--- config.mk ---
export PLATFORM = sky130hd
export DESIGN_NAME = mul_share_arbiter_flat
export DESIGN_NICKNAME = d
export VERILOG_FILES = /design/src/rtl/mul_share_arbiter_if.sv /design/src/rtl/mul_share_arbiter.sv /design/src/flat_wrapper.sv
export SDC_FILE = /design/constraint.sdc
export NUM_CORES = 1
export LEC_CHECK = 0
export ABC_AREA = 1
export CAP_MARGIN = 20
export CORE_MARGIN = 1
export CORE_UTILIZATION = 40
export DETAILED_ROUTE_END_ITERATION = 8
export DONT_BUFFER_PORTS = 1
export GPL_TIMING_DRIVEN = 0
export PLACE_DENSITY = 0.63
export RECOVER_POWER = 25
export SYNTH_ARGS = -nofsm -noshare
export SYNTH_HDL_FRONTEND = slang
export SYNTH_SLANG_ARGS = --single-unit
--- constraint.sdc ---
create_clock -name i_clk -period 4.5 [get_ports i_clk]
set_input_delay 0.9 -clock i_clk [delete_from_list [all_inputs] [get_ports i_clk]]
set_output_delay 0.9 -clock i_clk [all_outputs]
set_load 0.01 [all_outputs]
--- src/rtl/mul_share_arbiter_if.sv ---
// mul_share_arbiter_if: requester, multiplier and response bus of the
// shared-multiplier arbiter. slave = arbiter side, master = cluster side.
interface mul_share_arbiter_if #(
  parameter int N_REQ = 4,
  parameter int IA_W  = 16,
  parameter int IB_W  = 16,
  parameter int MUL_W = 32,
  parameter int ID_W  = $clog2(N_REQ)
);
  logic [N_REQ-1:0]      i_req_valid;
  logic [N_REQ-1:0]      o_req_ready;
  logic [N_REQ*IA_W-1:0] i_req_a;
  logic [N_REQ*IB_W-1:0] i_req_b;
  logic [IA_W-1:0]       o_mul_a;
  logic [IB_W-1:0]       o_mul_b;
  logic                  o_mul_en;
  logic [MUL_W-1:0]      i_mul_prod;
  logic [N_REQ-1:0]      o_rsp_valid;
  logic [ID_W-1:0]       o_rsp_id;
  logic [MUL_W-1:0]      o_rsp_prod;

  modport slave (
    input  i_req_valid, i_req_a, i_req_b, i_mul_prod,
    output o_req_ready, o_mul_a, o_mul_b, o_mul_en,
           o_rsp_valid, o_rsp_id, o_rsp_prod
  );

  modport master (
    output i_req_valid, i_req_a, i_req_b, i_mul_prod,
    input  o_req_ready, o_mul_a, o_mul_b, o_mul_en,
           o_rsp_valid, o_rsp_id, o_rsp_prod
  );
endinterface

--- src/rtl/mul_share_arbiter.sv ---
// mul_share_arbiter: round-robin sharing of one multiplier among N_REQ
// requesters. Grants are combinational, operands are registered into the
// multiplier, an ID tag pipeline of MUL_LAT+1 stages follows each issue and
// the product comes back as a one-cycle one-hot response pulse.
// Optional macro MUL_SHARE_BUSY_CNT_EN: saturating issue-cycle counter on
// o_busy_cnt; without it o_busy_cnt is tied to zero.
module mul_share_arbiter #(
  parameter int N_REQ   = 4,
  parameter int IA_W    = 16,
  parameter int IB_W    = 16,
  parameter int MUL_W   = 32,
  parameter int MUL_LAT = 2,
  parameter int ID_W    = $clog2(N_REQ)
) (
  input  logic                i_clk,
  input  logic                i_rst,
  input  logic                i_hold,
  mul_share_arbiter_if.slave  bus,
  output logic                o_idle,
  output logic [31:0]         o_busy_cnt
);

  logic [ID_W-1:0]        r_ptr;
  logic [IA_W-1:0]        r_mul_a;
  logic [IB_W-1:0]        r_mul_b;
  logic                   r_mul_en;
  logic [MUL_LAT:0]       r_tag_vld;
  logic [MUL_LAT:0][ID_W-1:0] r_tag_id;
  logic [N_REQ-1:0]       r_rsp_valid;
  logic [ID_W-1:0]        r_rsp_id;
  logic [MUL_W-1:0]       r_rsp_prod;

  logic                   w_found;
  logic [ID_W-1:0]        w_gnt_id;
  logic                   w_hs;
  logic [N_REQ-1:0]       w_ready;
  logic [N_REQ-1:0]       w_rsp_oh;

  // Round-robin search from r_ptr upward, wrapping at N_REQ
  always_comb begin
    int w_idx;
    w_found  = 1'b0;
    w_gnt_id = '0;
    w_idx    = 0;
    for (int off = 0; off < N_REQ; off++) begin
      w_idx = int'(r_ptr) + off;
      if (w_idx >= N_REQ) w_idx = w_idx - N_REQ;
      if (!w_found && bus.i_req_valid[w_idx]) begin
        w_found  = 1'b1;
        w_gnt_id = ID_W'(w_idx);
      end
    end
  end

  // Grant is suppressed by hold and while reset is asserted
  assign w_hs = w_found & ~i_hold & ~i_rst;

  // One-hot ready for the winning requester
  always_comb begin
    w_ready = '0;
    if (w_hs) w_ready[w_gnt_id] = 1'b1;
  end

  // Issue stage: capture granted operands, advance pointer past the winner
  always_ff @(posedge i_clk or posedge i_rst) begin
    if (i_rst) begin
      r_ptr    <= '0;
      r_mul_a  <= '0;
      r_mul_b  <= '0;
      r_mul_en <= 1'b0;
    end else begin
      r_mul_en <= w_hs;
      if (w_hs) begin
        r_ptr   <= (w_gnt_id == ID_W'(N_REQ-1)) ? '0 : w_gnt_id + 1'b1;
        r_mul_a <= bus.i_req_a[w_gnt_id*IA_W +: IA_W];
        r_mul_b <= bus.i_req_b[w_gnt_id*IB_W +: IB_W];
      end
    end
  end

  // Tag pipeline: stage 0 aligns with o_mul_en, last stage with a valid product
  always_ff @(posedge i_clk or posedge i_rst) begin
    if (i_rst) begin
      r_tag_vld <= '0;
      r_tag_id  <= '0;
    end else begin
      r_tag_vld[0] <= w_hs;
      r_tag_id[0]  <= w_gnt_id;
      for (int i = 1; i <= MUL_LAT; i++) begin
        r_tag_vld[i] <= r_tag_vld[i-1];
        r_tag_id[i]  <= r_tag_id[i-1];
      end
    end
  end

  // Decode the returning tag into a one-hot response vector
  always_comb begin
    w_rsp_oh = '0;
    w_rsp_oh[r_tag_id[MUL_LAT]] = 1'b1;
  end

  // Response register: pulse valid for one cycle, keep id/product afterwards
  always_ff @(posedge i_clk or posedge i_rst) begin
    if (i_rst) begin
      r_rsp_valid <= '0;
      r_rsp_id    <= '0;
      r_rsp_prod  <= '0;
    end else begin
      r_rsp_valid <= '0;
      if (r_tag_vld[MUL_LAT]) begin
        r_rsp_valid <= w_rsp_oh;
        r_rsp_id    <= r_tag_id[MUL_LAT];
        r_rsp_prod  <= bus.i_mul_prod;
      end
    end
  end

`ifdef MUL_SHARE_BUSY_CNT_EN
  logic [31:0] r_busy_cnt;

  // Count issue cycles, saturating at all-ones
  always_ff @(posedge i_clk or posedge i_rst) begin
    if (i_rst)
      r_busy_cnt <= '0;
    else if (r_mul_en && (r_busy_cnt != 32'hFFFF_FFFF))
      r_busy_cnt <= r_busy_cnt + 32'd1;
  end

  assign o_busy_cnt = r_busy_cnt;
`else
  assign o_busy_cnt = 32'd0;
`endif

  assign bus.o_req_ready = w_ready;
  assign bus.o_mul_a     = r_mul_a;
  assign bus.o_mul_b     = r_mul_b;
  assign bus.o_mul_en    = r_mul_en;
  assign bus.o_rsp_valid = r_rsp_valid;
  assign bus.o_rsp_id    = r_rsp_id;
  assign bus.o_rsp_prod  = r_rsp_prod;
  assign o_idle          = ~(|r_tag_vld) & ~(|r_rsp_valid);

endmodule
--- src/flat_wrapper.sv ---
// flat-port wrapper written by rule: the top's interface ports become plain ports
module mul_share_arbiter_flat 
#(
  parameter int N_REQ   = 4,
  parameter int IA_W    = 16,
  parameter int IB_W    = 16,
  parameter int MUL_W   = 32,
  parameter int MUL_LAT = 2,
  parameter int ID_W    = $clog2(N_REQ)
)
  (i_clk, i_rst, i_hold, o_idle, o_busy_cnt, bus_i_req_valid, bus_i_req_a, bus_i_req_b, bus_i_mul_prod, bus_o_req_ready, bus_o_mul_a, bus_o_mul_b, bus_o_mul_en, bus_o_rsp_valid, bus_o_rsp_id, bus_o_rsp_prod);
  mul_share_arbiter_if #(.N_REQ(N_REQ), .IA_W(IA_W), .IB_W(IB_W), .MUL_W(MUL_W), .ID_W(ID_W)) bus_i ();
  input  logic i_clk;
  input  logic i_rst;
  input  logic i_hold;
  output logic o_idle;
  output logic [31:0] o_busy_cnt;
  input wire logic [$bits(bus_i.i_req_valid)-1:0] bus_i_req_valid;
  input wire logic [$bits(bus_i.i_req_a)-1:0] bus_i_req_a;
  input wire logic [$bits(bus_i.i_req_b)-1:0] bus_i_req_b;
  input wire logic [$bits(bus_i.i_mul_prod)-1:0] bus_i_mul_prod;
  output wire logic [$bits(bus_i.o_req_ready)-1:0] bus_o_req_ready;
  output wire logic [$bits(bus_i.o_mul_a)-1:0] bus_o_mul_a;
  output wire logic [$bits(bus_i.o_mul_b)-1:0] bus_o_mul_b;
  output wire logic [$bits(bus_i.o_mul_en)-1:0] bus_o_mul_en;
  output wire logic [$bits(bus_i.o_rsp_valid)-1:0] bus_o_rsp_valid;
  output wire logic [$bits(bus_i.o_rsp_id)-1:0] bus_o_rsp_id;
  output wire logic [$bits(bus_i.o_rsp_prod)-1:0] bus_o_rsp_prod;
  assign bus_i.i_req_valid = bus_i_req_valid;
  assign bus_i.i_req_a = bus_i_req_a;
  assign bus_i.i_req_b = bus_i_req_b;
  assign bus_i.i_mul_prod = bus_i_mul_prod;
  assign bus_o_req_ready = bus_i.o_req_ready;
  assign bus_o_mul_a = bus_i.o_mul_a;
  assign bus_o_mul_b = bus_i.o_mul_b;
  assign bus_o_mul_en = bus_i.o_mul_en;
  assign bus_o_rsp_valid = bus_i.o_rsp_valid;
  assign bus_o_rsp_id = bus_i.o_rsp_id;
  assign bus_o_rsp_prod = bus_i.o_rsp_prod;
  mul_share_arbiter #(.N_REQ(N_REQ), .IA_W(IA_W), .IB_W(IB_W), .MUL_W(MUL_W), .MUL_LAT(MUL_LAT), .ID_W(ID_W)) u_core (.i_clk(i_clk), .i_rst(i_rst), .i_hold(i_hold), .bus(bus_i), .o_idle(o_idle), .o_busy_cnt(o_busy_cnt));
endmodule
Yosys cells after proc, flatten, opt, wreduce, memory -nomap -nowiden. Cells that the tools add are included.

Register bits: 82. Input port bits: 167. Output and inout port bits: 108. Logic and storage cells: 82.

Add/subtract/negate cells: 8. Magnitude comparators: 12. Equal/unequal tests: 1. Shift-type cells: 2. Multiplexer cells: 31. Bitwise logic cells: 7. Reductions and logical operators: 10.

Operators by type and width (number): $lt 32x4->1 const B (4); $mux 32 (4); $shiftx 64x7->16 (2); $ge 32x4->1 const B (3); $sub 32x4->32 const B (3); $mux 1 (14); $mux 2 (5); $bmux 1 s2 (4); $mux 4 (2); $add 2x2->3 const B (2); $lt 2x3->1 const B (2); $logic_and 1x1->1 (5); $demux 1 s2 (2); $ge 2x1->1 const B (2); $not 1->1 (4); $reduce_or 4->1 (1); $sub 2x3->4 const B (1); $add 2x1->3 const B (1); $and 1x1->1 (3); $ge 2x3->1 const B (1); $logic_not 1->1 (3); $reduce_or 3->1 (1); $add 2x1->2 const B (1); $eq 2x2->1 const B (1).

Longest topological paths before layout. Gate-level depths: netlist (run 1).

Depth in word-level cells: 20. Depth in mapped cells: 17. Mapped depth without buffers: 15.

Worst setup path before layout (run 1). Ideal clock, no wire load.

Path type: input to output. Start point: in i_rst. End point: out bus_o_req_ready[0]. Arrival time: 3440 ps. Required time: 3600 ps. Path slack: 160 ps. Cell stages on the path: 5. Path buffers: 0. Cell sequence: inv_1 nand3_2 inv_2 nand2_1 nor2_1.

Word-level cells in the longest chain between the ends: 3.

Ends and longest elaborated chain: start, declared (line flat_wrapper.sv:14) `input logic i_rst;`; $not 1->1 (line mul_share_arbiter.sv:56) `assign w_hs = w_found & ~i_hold & ~i_rst;`; $and 1x1->1 (line mul_share_arbiter.sv:56); $mux 4 (line mul_share_arbiter.sv:61) `if (w_hs) w_ready[w_gnt_id] = 1'b1;`; end, declared (line flat_wrapper.sv:22) `output wire logic [$bits(bus_i.o_req_ready)-1:0] bus_o_req_ready;`.

No other way between the ends.

Worst setup path in the final report (run 1).
Start point: in bus_i_req_valid[3]. End point: out bus_o_req_ready[2].

Word-level cells in the longest chain between the ends: 18. Elaborated cells on any way between the ends: 34. Classes of those cells: 2 x order compare; 23 x mux; 2 x bitwise; 7 x reduce/logical.

Ends and longest elaborated chain: start, declared (line flat_wrapper.sv:18) `input wire logic [$bits(bus_i.i_req_valid)-1:0] bus_i_req_valid;`; $bmux 1 s2 (line mul_share_arbiter.sv:48) `if (!w_found && bus.i_req_valid[w_idx]) begin`; $mux 1 (not written as such) (2 in a row) (line mul_share_arbiter.sv:48); $mux 1 (line mul_share_arbiter.sv:48); $logic_not 1->1 (line mul_share_arbiter.sv:48); $logic_and 1x1->1 (line mul_share_arbiter.sv:48); $mux 1 (line mul_share_arbiter.sv:48); $logic_not 1->1 (line mul_share_arbiter.sv:48); $logic_and 1x1->1 (line mul_share_arbiter.sv:48); (+2 left out); $logic_and 1x1->1 (line mul_share_arbiter.sv:48); $mux 2 * (line mul_share_arbiter.sv:48); named net u_core.w_gnt_id[1] (line mul_share_arbiter.sv:34) `logic [ID_W-1:0] w_gnt_id;`; $lt 2x3->1 (not written as such) / $ge 2x1->1 (equally long branches) (line mul_share_arbiter.sv:61); $logic_and 1x1->1 (not written as such) (line mul_share_arbiter.sv:61); $mux 1 (not written as such) (line mul_share_arbiter.sv:61); $demux 1 s2 *; $mux 4 * (line mul_share_arbiter.sv:61).

The timed path passes the listed nets; every way through them passes the cells marked *. The select of a mux whose other input is x is not followed.

==> results.sh, run 1 <==
export IMPL_run_status="complete, but fails checks"
export IMPL_violations="DRC, capacitance limit, slew limit"
export IMPL_postCtsSetupBuffers=0
export IMPL_clock_latency_ps=330
export IMPL_p_total_mw=4.873
export IMPL_hold_buffers=0
export IMPL_irDropWorstVdd_v=0.0004686
export IMPL_htree_levels=3
export IMPL_mostFrequentLayoutCell="nand2_1"
export IMPL_num_vias=4554
export IMPL_fin_area_sq_um=5385
export IMPL_setup_viol=0
export IMPL_post_cts_resized=0
export IMPL_avgSynthCellArea_sq_um=6.611
export IMPL_post_synth_inst_count=723
export IMPL_critPathKind="in2out"
export IMPL_overflow=0
export IMPL_grt_pass1_wl_um=21860
export IMPL_grt_pass1_vias=4394
export IMPL_ys_seq_area_share_pct=42.41
export IMPL_rr_startpoint="u_core.r_ptr[1]$_DFFE_PP0P_"
export IMPL_coreArea_sq_um=11520
export IMPL_io_pins=275
export IMPL_cts_inserted_buffers=9
export IMPL_holdPathStages=0
export IMPL_dieArea_sq_um=12390
export IMPL_clk_pin_slew_ps=60
export IMPL_final_period_utilization_pct=72.93
export IMPL_synth_seq_cells=81
export IMPL_synth_area_sq_um=4780
export IMPL_fmax_mhz=304.7
export IMPL_drv_slew=51
export IMPL_die_x_um=111.3
export IMPL_timing_rr_end="u_core.bus.o_mul_a[7]$_DFFE_PP0P_"
export IMPL_leakagePower_nw=3.220
export IMPL_synth_warnings=0
export IMPL_hold_class="reg2reg"
export IMPL_critPathCaptureType="output port"
export IMPL_cellPowerDensity_nw_per_um2=904.9
export IMPL_gp_congestion=0.8897
export IMPL_die_y_um=111.3
export IMPL_track_usage_pct=22.76
export IMPL_grt_max_degree=51
export IMPL_crit_path_end="bus_o_req_ready[2]"
export IMPL_layout_common_cells="nand2_1, dfrtp_1, nand3_1"
export IMPL_r2r_cells=15
export IMPL_r2r_setup_slack_ps=2290
export IMPL_antenna_found_initial=0
export IMPL_start_util_pct=41.50
export IMPL_antennaDiodeCount=0
export IMPL_crit_path_start_kind="input pin"
export IMPL_cp_data_arrival_time_ps=2380
export IMPL_final_util_pct=46.76
export IMPL_hold_start="u_core.r_tag_id[0]$_DFF_PP0_"
export IMPL_drt_total_wl_um=14170
export IMPL_cts_tree="done"
export IMPL_placed_area_sq_um=5105
export IMPL_n_fill_cell=1206
export IMPL_max_cap_violations=1
export IMPL_vias_per_cell=4.982
export IMPL_setup_tns_ps=0
export IMPL_ctsRootBufferMaster="clkbuf_16"
export IMPL_fin_crit_ps=3282
export IMPL_drtIter0Drc=283
export IMPL_io_buffers=0
export IMPL_worstPathRequired_ps=3600
export IMPL_grt_setup_unrepaired="false"
export IMPL_crit_path_max_fanout=10
export IMPL_dpl_hpwl_um=11260
export IMPL_drive_above_1_share_pct=12.19
export IMPL_hold_violations=0
export IMPL_relSlewSlack_pct=-72.41
export IMPL_area_growth_pct=12.67
export IMPL_nets=933
export IMPL_drc_errors=40
export IMPL_clock_path_buffers=2
export IMPL_worstMarginPinSlew_ps=2586
export IMPL_dr_pass1_iters=7
export IMPL_drt_wirelength_per_cell_um=15.50
export IMPL_cts_sinks=81
export IMPL_skew_ps=6.458
export IMPL_startpoint="bus_i_req_valid[3]"
export IMPL_rows=39
export IMPL_ys_types=23
export IMPL_ant_nets=0
[cell usage after synthesis]
library cell | instances | area share [%]
nor3_1 | 2 | 0.21
a21oi_1 | 2 | 0.21
nand3b_1 | 1 | 0.16
nand2_1 | 458 | 36
o21ai_0 | 1 | 0.10
nor4_1 | 1 | 0.13
nor2_1 | 7 | 0.55
or4_1 | 1 | 0.16
nor2_2 | 1 | 0.13
inv_2 | 5 | 0.39
inv_1 | 9 | 0.71
nand3_1 | 70 | 7.3
buf_4 | 40 | 6.3
conb_1 | 1 | 0.078
o21ai_1 | 1 | 0.10
nand2_2 | 4 | 0.52
clkbuf_1 | 10 | 0.79
nand3_2 | 2 | 0.42
buf_2 | 20 | 2.1
clkinv_1 | 1 | 0.078
nor2_4 | 2 | 0.47
buf_6 | 3 | 0.71
dfrtp_1 | 81 | 42
[layout make-up]
class | instances | area (sq um) | share of cell area [%]
Inverter | 15 | 58.81 | 1.092
Clock buffer | 9 | 225.2 | 4.182
Timing Repair Buffer | 1 | 3.754 | 0.06970
Buffer | 73 | 471.7 | 8.759
Sequential cell | 81 | 2027 | 37.64
Multi-Input combinational cell | 585 | 2341 | 43.47
Tap cell | 143 | 178.9 | 3.323
Clock inverter | 7 | 78.83 | 1.464
[sequential cells by signal, indices dropped and copies added, names as in the netlist]
signal,flops
u_core.r_tag_vld,3
u_core.bus.o_mul_a,16
u_core.bus.o_rsp_id,2
u_core.bus.o_mul_b,16
u_core.bus.o_rsp_prod,32
u_core.bus.o_rsp_valid,4
u_core.r_ptr,2
u_core.r_tag_id,6
[critical path, cell delays in order]
cell	delay (ps)
inv_1	60
nand2_1	70
nand3_1	130
nand2_2	100
nor2_4	140
nand3_2	100
nor2_2	150
nor2_4	80
inv_2	130
buf_2	260
nand3_1	140
inv_1	120
[cell families (layout without fill, tap and decap cells)]
| logic type | after synthesis | after routing | share of synthesized area, % |
|---|---|---|---|
| AND/OR/NAND/NOR | 549 | 549 | 46.05 |
| flip-flops | 81 | 81 | 42.41 |
| other | 1 | 32 | 0.07846 |
| buffers and inverters | 88 | 105 | 11.05 |
| AO/OA/AOI/OAI | 4 | 4 | 0.4187 |
[layer usage]
layer	routed length [um]	GRT usage [%]	up-vias
li1	-	-	2238
met1	5328	24.61	2029
met2	6990	41.13	256
met3	1490	7.053	31
met4	363	9.369	0
met5	0	0	-
[worst min path at each step]
stage	end	slack [ps]
2_1_floorplan	u_core.r_tag_id[2]$_DFF_PP0_	330
3_3_place_gp	u_core.r_tag_id[5]$_DFF_PP0_	330
3_5_place_dp	u_core.r_tag_id[2]$_DFF_PP0_	340
4_1_cts	u_core.r_tag_id[2]$_DFF_PP0_	350
5_1_grt	u_core.r_tag_id[2]$_DFF_PP0_	350
6_report	u_core.r_tag_id[2]$_DFF_PP0_	350
[power by group]
part / leakage (nW) / total, mW / switching [mW] / internal, mW
Clock: 0.144 / 0.737 / 0.302 / 0.435
Combinational: 2.06 / 2.76 / 1.84 / 0.925
Sequential: 1.02 / 1.37 / 0.347 / 1.03
[per-stage QoR]
step / hold WS (ps) / setup slack (ps) / std cells
after floorplan: 331.2 / 159.5 / 754
after global placement: 332.7 / -883.2 / 897
after detailed placement: 337.0 / 1228 / 898
after CTS: 351.1 / 1224 / 914
after global routing: 353.5 / 590.5 / 914
final: 349.4 / 1218 / 914
No activity file was read; power rests on OpenSTA's default activity.
==> run 2, diff against run 1 <==
--- a/config.mk
+++ b/config.mk
@@ -12,7 +12,7 @@
 export DETAILED_ROUTE_END_ITERATION = 8
 export DONT_BUFFER_PORTS = 1
 export GPL_TIMING_DRIVEN = 0
-export PLACE_DENSITY = 0.63
+export PLACE_DENSITY = 0.65
 export RECOVER_POWER = 25
 export SYNTH_ARGS = -nofsm -noshare
 export SYNTH_HDL_FRONTEND = slang
==> constraint.sdc (replaced) <==
create_clock -name i_clk -period 2.9 [get_ports i_clk]
set_input_delay 0.58 -clock i_clk [delete_from_list [all_inputs] [get_ports i_clk]]
set_output_delay 0.58 -clock i_clk [all_outputs]
set_load 0.01 [all_outputs]
==> run 2 against run 1 <==
Routed wire length is 2.2% higher. Core utilization is 0.55 points higher. The run still ends with DRC, capacitance limit, slew limit left. Register-to-register slack worse by 1500 ps. Die area stayed put. Critical path type is now reg2out. Clock power is 60% higher.
==> results.sh, run 2 (synthesis results as in run 1) <==
export IMPL_run_status="complete, but fails checks"
export IMPL_violations="DRC, capacitance limit, slew limit"
export IMPL_highest_layer="met4"
export IMPL_wl_met3_um=1515
export IMPL_cts_tree="done"
export IMPL_cp_data_arrival_time_ps=2180
export IMPL_postCtsSetupBuffers=0
export IMPL_rr_startpoint="u_core.r_ptr[0]$_DFFE_PP0P_"
export IMPL_pre_cts_ws_ps=322.6
export IMPL_ff_latch_area_sq_um=2028
export IMPL_drt_wirelength_per_cell_um=15.84
export IMPL_fin_crit_ps=2761
export IMPL_irDropWorstVdd_v=0.0007909
export IMPL_clock_latency_ps=330
export IMPL_dr_pass1_iters=8
export IMPL_skew_ps=5.972
export IMPL_hold_buffers=0
export IMPL_area_growth_pct=14.01
export IMPL_io_buffers=0
export IMPL_r2r_cells=14
export IMPL_cp_common_cell="nand2_2"
export IMPL_fin_ws_ps=139.4
export IMPL_die_x_um=111.3
export IMPL_grt_pass1_vias=4455
export IMPL_drtIter0Drc=368
export IMPL_ant_nets=0
export IMPL_largest_register_ffs=32
export IMPL_worstMarginPinSlew_ps=1790
export IMPL_cellPowerDensity_nw_per_um2=1402
export IMPL_worstPathRequired_ps=2320
export IMPL_final_period_utilization_pct=95.19
export IMPL_path_buf_inv=2
export IMPL_critPathKind="reg2out"
export IMPL_antenna_found_initial=0
export IMPL_critical_path_max_stage_delay_ps=390
export IMPL_setup_tns_ps=0
export IMPL_critPathTopFamily="simple AND/OR/NAND/NOR gates"
export IMPL_grt_setup_unrepaired="false"
export IMPL_crit_path_max_fanout=10
export IMPL_coreArea_sq_um=11520
export IMPL_dpl_hpwl_um=11340
export IMPL_die_y_um=111.3
export IMPL_num_vias=4575
export IMPL_gp_congestion=0.8846
export IMPL_setup_viol=0
export IMPL_crit_chain="buf_4, nand2_1, nand3_1, nand2_2, nor2_1, nor2_1, nand2_2, nand2_2, buf_2, nand2_2, nor2_2"
export IMPL_drive_above_1_share_pct=12.97
export IMPL_multi_input_area_sq_um=2364
export IMPL_drc_errors=40
export IMPL_relSlewSlack_pct=-19.34
export IMPL_nets=933
export IMPL_layout_common_cells="nand2_1, dfrtp_1, nand3_1"
export IMPL_slowest_stage="dfrtp_1"
export IMPL_wl_met2_um=7343
export IMPL_hold_class="in2async"
export IMPL_grt_pass1_wl_um=22550
export IMPL_drt_total_wl_um=14480
export IMPL_n_fill_cell=1177
export IMPL_crit_path_start_kind="flop"
export IMPL_r2r_setup_slack_ps=770
export IMPL_clock_path_buffers=2
export IMPL_grt_max_degree=42
export IMPL_cts_inserted_buffers=9
export IMPL_mostFrequentLayoutCell="nand2_1"
export IMPL_vias_per_cell=5.005
export IMPL_hold_violations=0
export IMPL_htree_levels=3
export IMPL_rows=39
export IMPL_leakagePower_nw=3.238
export IMPL_io_pins=275
export IMPL_antennaDiodeCount=0
export IMPL_track_usage_pct=23.53
export IMPL_cts_sinks=81
export IMPL_ctsRootBufferMaster="clkbuf_16"
export IMPL_wl_met1_um=5345
export IMPL_start_util_pct=41.50
export IMPL_drv_slew=42
export IMPL_overflow=0
export IMPL_timing_rr_end="u_core.bus.o_mul_a[7]$_DFFE_PP0P_"
export IMPL_cp_depth=11
export IMPL_fmax_mhz=362.2
export IMPL_dieArea_sq_um=12390
export IMPL_max_cap_violations=1
export IMPL_critPathCaptureType="output port"
export IMPL_clk_pin_slew_ps=60
run 2: metal layers:
layer  GRT usage [%]  vias to the layer above
met5               0                        -
met4           8.468                        0
met3           6.342                       24
met2           43.54                      269
met1           25.68                     2045
li1                -                     2237
run 2: metrics by stage:
stage | cell area [sq um] | power [mW] | utilization (%) | instances | hold slack, ps
after floorplan | 4920 | 5.327 | - | 754 | 331.2
after global routing | 5449 | 8.359 | 47.32 | 914 | 123.9
after CTS | 5453 | 7.682 | 47.35 | 915 | 122.4
final | 5449 | 7.641 | 47.32 | 914 | 109.1
after detailed placement | 5139 | 6.468 | 44.62 | 899 | 336.2
after global placement | 5099 | 6.348 | 44.27 | 897 | 332.5
run 2: layout make-up:
type                    instances  share of cell area, %
multi-input cells             585                  43.38
repair buffers                  2                 0.5970
clock inverters                 6                  1.378
flip-flops and latches         81                  37.22
plain buffers                  72                  8.565
inverters                      15                  1.194
clock buffers                  10                  4.386
well taps                     143                  3.284
run 2: repair_timing:
action                                  4_1_cts  5_1_grt
endpoints found under the hold margin         0        0
endpoints found under the setup margin        0        3
gates resized for setup                       0        4
run 2: worst max-delay path by stage:
stage	start	end	slack, ps
after global placement	i_rst	bus_o_req_ready[2]	-710
after detailed placement	bus_i_req_valid[3]	bus_o_req_ready[2]	320
after floorplan	i_rst	bus_o_req_ready[2]	-30
final	u_core.r_ptr[0]$_DFFE_PP0P_	bus_o_req_ready[0]	140
after CTS	u_core.r_ptr[1]$_DFFE_PP0P_	bus_o_req_ready[2]	10
after global routing	u_core.r_ptr[0]$_DFFE_PP0P_	bus_o_req_ready[0]	40
run 2: power by group:
group | internal [mW] | switching (mW) | total [mW]
Clock | 0.702 | 0.477 | 1.18
Combinational | 1.44 | 2.89 | 4.33
Sequential | 1.59 | 0.545 | 2.14
Total | 3.73 | 3.91 | 7.64
run 2: worst register-to-register path: stages (launching register included):
cell and delay [ps]:
dfrtp_1 390, buf_4 170, nand2_1 100, nand3_1 120
nand2_2 140, a21oi_1 50, nand2_1 90, buf_2 260
buf_2 290, nand3_1 110, nand2_1 90, nand2_1 70
nand2_1 80, nand2_1 40, nand2_1 50
